File: config.mk
export PLATFORM = sky130hd
export DESIGN_NAME = fft_frame_reorder
export DESIGN_NICKNAME = d
export VERILOG_FILES = /design/src/rtl/fft_frame_reorder.sv
export SDC_FILE = /design/constraint.sdc
export NUM_CORES = 2
export LEC_CHECK = 0
export BUFFER_PORTS_ARGS = -buffer_cell sky130_fd_sc_hd__clkbuf_2
export CAP_MARGIN = 20
export CORE_AREA = 2 2 498 500
export CTS_CLUSTER_SIZE = 28
export DETAILED_ROUTE_END_ITERATION = 16
export DIE_AREA = 0 0 500 502
export HOLD_SLACK_MARGIN = 0.06
export PLACE_DENSITY = 0.7
export SYNTH_ARGS = -nofsm -noshare
export SYNTH_HDL_FRONTEND = slang
export SYNTH_SLANG_ARGS = --single-unit
File: constraint.sdc
create_clock -name clk -period 4.2 [get_ports clk]
set_input_delay 0.21 -clock clk [delete_from_list [all_inputs] [get_ports clk]]
set_output_delay 0.21 -clock clk [all_outputs]
set_load 0.02 [all_outputs]
File: src/rtl/fft_frame_reorder.sv
// rtl/fft_frame_reorder.sv - ping-pong frame buffer that re-emits FFT frames in natural order
// with optional FFT-shift and a block exponent/error carried per frame.
module fft_frame_reorder #(
   parameter int LOG2_N    = 6,
   parameter int DATA_W    = 12,
   parameter int EXP_W     = 6,
   parameter int BITREV_IN = 1
) (
   input  logic              clk,
   input  logic              reset,
   input  logic              cfg_fftshift,
   input  logic              sink_valid,
   output logic              sink_ready,
   input  logic [1:0]        sink_error,
   input  logic              sink_sop,
   input  logic              sink_eop,
   input  logic [DATA_W-1:0] sink_real,
   input  logic [DATA_W-1:0] sink_imag,
   input  logic [EXP_W-1:0]  sink_exp,
   output logic              source_valid,
   input  logic              source_ready,
   output logic [1:0]        source_error,
   output logic              source_sop,
   output logic              source_eop,
   output logic [DATA_W-1:0] source_real,
   output logic [DATA_W-1:0] source_imag,
   output logic [EXP_W-1:0]  source_exp
);

   localparam int N = 1 << LOG2_N;
   localparam int W = 2 * DATA_W;
   localparam logic [LOG2_N-1:0] LAST = LOG2_N'(N - 1);
   localparam logic [LOG2_N-1:0] HALF = LOG2_N'(N / 2);

   typedef enum logic {W_IDLE, W_FILL} w_state_t;
   typedef enum logic {R_IDLE, R_STREAM} r_state_t;

   logic [W-1:0]      mem [2*N];
   logic [W-1:0]      rd_q;

   logic              ready_en;
   logic [1:0]        full, full_nxt;
   logic [EXP_W-1:0]  bank_exp [2];
   logic [1:0]        bank_err [2];
   logic [1:0]        bank_shift;

   w_state_t          w_state, w_next;
   logic              wr_bank, wr_en, wr_last, accept;
   logic [LOG2_N-1:0] wr_k, wr_idx, wr_addr;
   logic [1:0]        err_acc, err_new;

   r_state_t          r_state, r_next;
   logic              iss_bank, issue_req, issue, rd_free;
   logic [LOG2_N-1:0] rd_j;
   logic [LOG2_N:0]   rd_addr;
   logic              p1_vld, p1_sop, p1_eop, p1_free, out_load;
   logic [1:0]        p1_err;
   logic [EXP_W-1:0]  p1_exp;

   assign sink_ready = ready_en & ~full[wr_bank];
   assign accept     = sink_valid & sink_ready;

   always_comb begin
      w_next = w_state;
      wr_en  = 1'b0;
      wr_idx = wr_k;
      if (accept) begin
         if (sink_sop) begin
            wr_en  = 1'b1;
            wr_idx = '0;
            w_next = W_FILL;
         end else if (w_state == W_FILL) begin
            wr_en = 1'b1;
            if (wr_k == LAST) w_next = W_IDLE;
         end
      end
      wr_last = wr_en && (wr_idx == LAST);
      // bit 0 flags an eop that is missing on the last beat or present on any earlier one
      err_new = (sink_sop ? 2'b00 : err_acc) | sink_error
              | {1'b0, (wr_idx == LAST) ? ~sink_eop : sink_eop};
      wr_addr = wr_idx;
      if (BITREV_IN != 0)
         for (int b = 0; b < LOG2_N; b++) wr_addr[b] = wr_idx[LOG2_N-1-b];
   end

   always_comb begin
      full_nxt = full;
      if (wr_last) full_nxt[wr_bank] = 1'b1;
      if (rd_free) full_nxt[iss_bank] = 1'b0;
   end

   always_ff @(posedge clk or posedge reset) begin
      if (reset) begin
         ready_en   <= 1'b0;
         w_state    <= W_IDLE;
         wr_bank    <= 1'b0;
         wr_k       <= '0;
         err_acc    <= '0;
         full       <= '0;
         bank_shift <= '0;
         for (int b = 0; b < 2; b++) begin
            bank_exp[b] <= '0;
            bank_err[b] <= '0;
         end
      end else begin
         ready_en <= 1'b1;
         w_state  <= w_next;
         full     <= full_nxt;
         if (wr_en) begin
            wr_k    <= wr_idx + 1'b1;
            err_acc <= err_new;
            if (sink_sop) begin
               bank_exp[wr_bank]   <= sink_exp;
               bank_shift[wr_bank] <= cfg_fftshift;
            end
            if (wr_last) begin
               bank_err[wr_bank] <= err_new;
               wr_bank           <= ~wr_bank;
            end
         end
      end
   end

   // Bank is released once its last word has left the RAM, so the writer can refill it
   // while that word is still in the output pipeline.
   assign out_load = p1_vld & (~source_valid | source_ready);
   assign p1_free  = ~p1_vld | out_load;

   always_comb begin
      r_next    = r_state;
      issue_req = 1'b0;
      case (r_state)
         R_IDLE:
            if (full[iss_bank]) begin
               issue_req = 1'b1;
               r_next    = R_STREAM;
            end
         R_STREAM: issue_req = 1'b1;
         default:  r_next = R_IDLE;
      endcase
      issue   = issue_req & p1_free;
      rd_free = issue & (rd_j == LAST);
      if (rd_free && !full[~iss_bank]) r_next = R_IDLE;
      rd_addr = {iss_bank, rd_j ^ (bank_shift[iss_bank] ? HALF : '0)};
   end

   always_ff @(posedge clk) begin
      if (wr_en) mem[{wr_bank, wr_addr}] <= {sink_real, sink_imag};
      if (issue) rd_q <= mem[rd_addr];
   end

   always_ff @(posedge clk or posedge reset) begin
      if (reset) begin
         r_state      <= R_IDLE;
         iss_bank     <= 1'b0;
         rd_j         <= '0;
         p1_vld       <= 1'b0;
         p1_sop       <= 1'b0;
         p1_eop       <= 1'b0;
         p1_exp       <= '0;
         p1_err       <= '0;
         source_valid <= 1'b0;
         source_sop   <= 1'b0;
         source_eop   <= 1'b0;
         source_exp   <= '0;
         source_error <= '0;
         source_real  <= '0;
         source_imag  <= '0;
      end else begin
         r_state <= r_next;
         if (issue) begin
            rd_j   <= rd_j + 1'b1;
            p1_sop <= (rd_j == '0);
            p1_eop <= (rd_j == LAST);
            p1_exp <= bank_exp[iss_bank];
            p1_err <= bank_err[iss_bank];
            if (rd_j == LAST) iss_bank <= ~iss_bank;
         end
         if (issue)         p1_vld <= 1'b1;
         else if (out_load) p1_vld <= 1'b0;
         if (out_load) begin
            source_valid               <= 1'b1;
            source_sop                 <= p1_sop;
            source_eop                 <= p1_eop;
            source_exp                 <= p1_exp;
            source_error               <= p1_err;
            {source_real, source_imag} <= rd_q;
         end else if (source_ready) begin
            source_valid <= 1'b0;
         end
      end
   end

endmodule

==> impl_metrics.toml <==
[outcome]
outcome = "completed"

[synth]
syn-num-nets = 5777
async_flop_share_pct = 2.67
avgSynthCellArea_sq_um = 21.3
ys_warn_count = 0
netlist_instances = 5735
ys.flop_type = "edfxtp_1"
ys_types = 64
yosysTopAreaCell = "edfxtp_1"
netlist_top_cells_count = "edfxtp_1, mux4_2, mux2i_1"
yosys_register_bits = 3181
post-synth-top-count-cell = "edfxtp_1"
yosysSeqAreaShare_pct = 77.8
synth.top_cell.area_share_pct = 76.1
synth.cell_area_sq_mm = 0.122
synth_edf_count = 3096
synth.area.top_cells = "edfxtp_1, mux4_2, mux2i_1, dfrtp_1, mux2_2"

[global_routing]
grt_use_total_pct = 26.7
gr-total-overflow = 0
grt_pass1_vias = 62722
grt_pass1_wl_mm = 473
grt_max_degree = 95
antenna_found_initial = 29

[placement]
dp_hpwl_mm = 198
gp_congestion = 0.901
dp.cells = 9143
dpl_worst_slack_ns = -0.0382
port_buffers = 74

[final_layout]
final_cells = 9784
layout.nets = 6350
drive_above_1_share_pct = 27.9
fillCellCount = 17440
area.growth.synth_to_final_pct = 14.8

[timing]
finClkSkew_ns = 0.122
slew-limit-headroom_pct = 16.0
rsz0062_at_grt = "no"
layout_min_cycle_time_ns = 4.01
worstMarginPinSlew_ns = 1.25
hold_viol_final = 0
final.setup.worst_slack_ns = 0.193
setup_viol = 0
fmax_mhz = 250
slew_viol_final = 0
finalCritPeriodShare_pct = 95.4

[power_and_ir_drop]
p_per_area_mw_per_mm2 = 466
max-vdd-ir-drop_mv = 0.411
p_leak_nw = 43.6

[floorplan]
rows = 182
dieHeight_um = 502
core-area_sq_mm = 0.245
start_util_pct = 49.8
pin_count = 75
die_w_um = 500
dieArea_sq_mm = 0.251

[cts]
cts_tree = "done"
clock_sinks = 3181
clkLatencyLatePin_ns = 0.99
clk_pin_slew_ns = 0.06
post_cts.repair.setup_buffers = 0
htree_levels = 5
cts.root.buffer_cell = "clkbuf_16"
numCtsBuffers = 333
cts.path.max_buffers = 4

[route]
vias_per_cell = 6.50
postRouteAntennaNets = 0
drt_iter0_drc = 9988
wirelength_mm = 336
wl_per_cell_um = 34.4
first_pass_iters = 6
vias = 63570
drc = 0

[critical_path]
r2r-start = "rd_j[0]"
critPathKind = "register to register"
critPathLaunch = "rd_j[0]"
crit_path_end_kind = "register"
arrival_ns = 4.68
cp.required_ns = 4.88
crit_fanout = 47
start_kind = "register"

[hold_path]
worstHoldStart = "cfg_fftshift"
hold_class = "input port to register"

[flow_run]
cap_violations = 0
==> timing repair <==
action                                 in CTS  in global routing
endpoints found under the hold margin    1556                  0
gates resized for setup                     1                  2
cloned                                      0                  0
setup endpoints to repair                   1                  2
hold buffers                               48                  0
==> registers in the layout (all words and copies together) (netlist names), 4 cells and up <==
name and count:
mem 3072, rd_q 24, bank_exp 12, rd_j 6
source_exp 6, p1_exp 6, source_imag 12, source_real 12
wr_k 6, bank_err 4
==> final timing paths <==
path	slack, ns	endpoint	depth (start not counted)
setup / recovery	0.19	rd_q[11]	9
hold / removal	0.12	bank_shift[0]	3
setup reg to reg	0.19	rd_q[11]	9
hold reg to reg	0.48	p1_exp[0]	2
max in group asynchronous	2.78	source_imag[0]	5
min in group asynchronous	0.51	source_sop	4
==> kinds of logic after synthesis <==
kind of cell             after synthesis  synth area share (%)
AO/OA/AOI/OAI                        479                  2.78
buffers and inverters                337                  1.45
AND/OR/NAND/NOR                      587                  2.10
flip-flops                          3181                  77.8
other                                  1               0.00307
XOR/XNOR                              15                 0.107
multiplexers                        1132                  15.7
adder cells (fa/ha/maj)                3                0.0307
==> where the power goes <==
group | internal, mW | switching, mW
clock | 16.5 | 11.9
sequential | 35.1 | 0.0876
combinational | 0.483 | 1.47
total | 52.0 | 13.4
==> area by class of cell <==
cell class | count | area, sq um | share of cell area (%)
diodes | 10 | 25.0 | 0.0178
well taps | 3220 | 4030 | 2.87
multi-input cells | 2217 | 25800 | 18.4
clock inverters | 179 | 1630 | 1.16
inverters | 10 | 47.5 | 0.0339
clock buffers | 402 | 8730 | 6.22
flip-flops and latches | 3181 | 95100 | 67.8
repair buffers | 565 | 4970 | 3.54
==> per-stage QoR <==
stage / TNS, ns / power, mW / util (%) / instance area [sq um] / hold slack, ns
after floorplan: 0 / 36.4 / - / 122000 / 0.309
after global placement: -0.0318 / 37.6 / 52.7 / 129000 / 0.456
after detailed placement: -0.0382 / 37.7 / 52.8 / 129000 / 0.466
after CTS: 0 / 65.7 / 57.2 / 140000 / 0.0675
after global routing: 0 / 67.0 / 57.2 / 140000 / 0.120
final: 0 / 65.4 / 57.2 / 140000 / 0.124
==> cell usage in the layout, fill, tap and decap left out, types with 77 or more instances in the layout <==
master / n
edfxtp_1: 3096
mux4_2: 623
mux2i_1: 432
buf_4: 409
clkbuf_16: 337
nand2_1: 210
nor2_2: 125
o22ai_1: 85
dfrtp_1: 80
mux2_2: 77
==> critical path, stage by stage, from the launching register on <==
cell      delay (ns)
dfrtp_4         0.71
buf_12          0.30
buf_12          0.35
mux4_2          0.56
nor2_1          0.10
nor2_1          0.07
a221oi_1        0.86
nor3_1          0.10
buf_4           0.21
or3_1           0.36
==> layer usage <==
metal	global-route usage (%)	up-vias	share of wire [%]
li1	-	25131	-
met1	36.6	33466	36
met2	41.1	4204	46
met3	7.32	749	13
met4	10.4	20	4.3
met5	0	-	0.093
No activity file was read; power rests on OpenSTA's default activity.
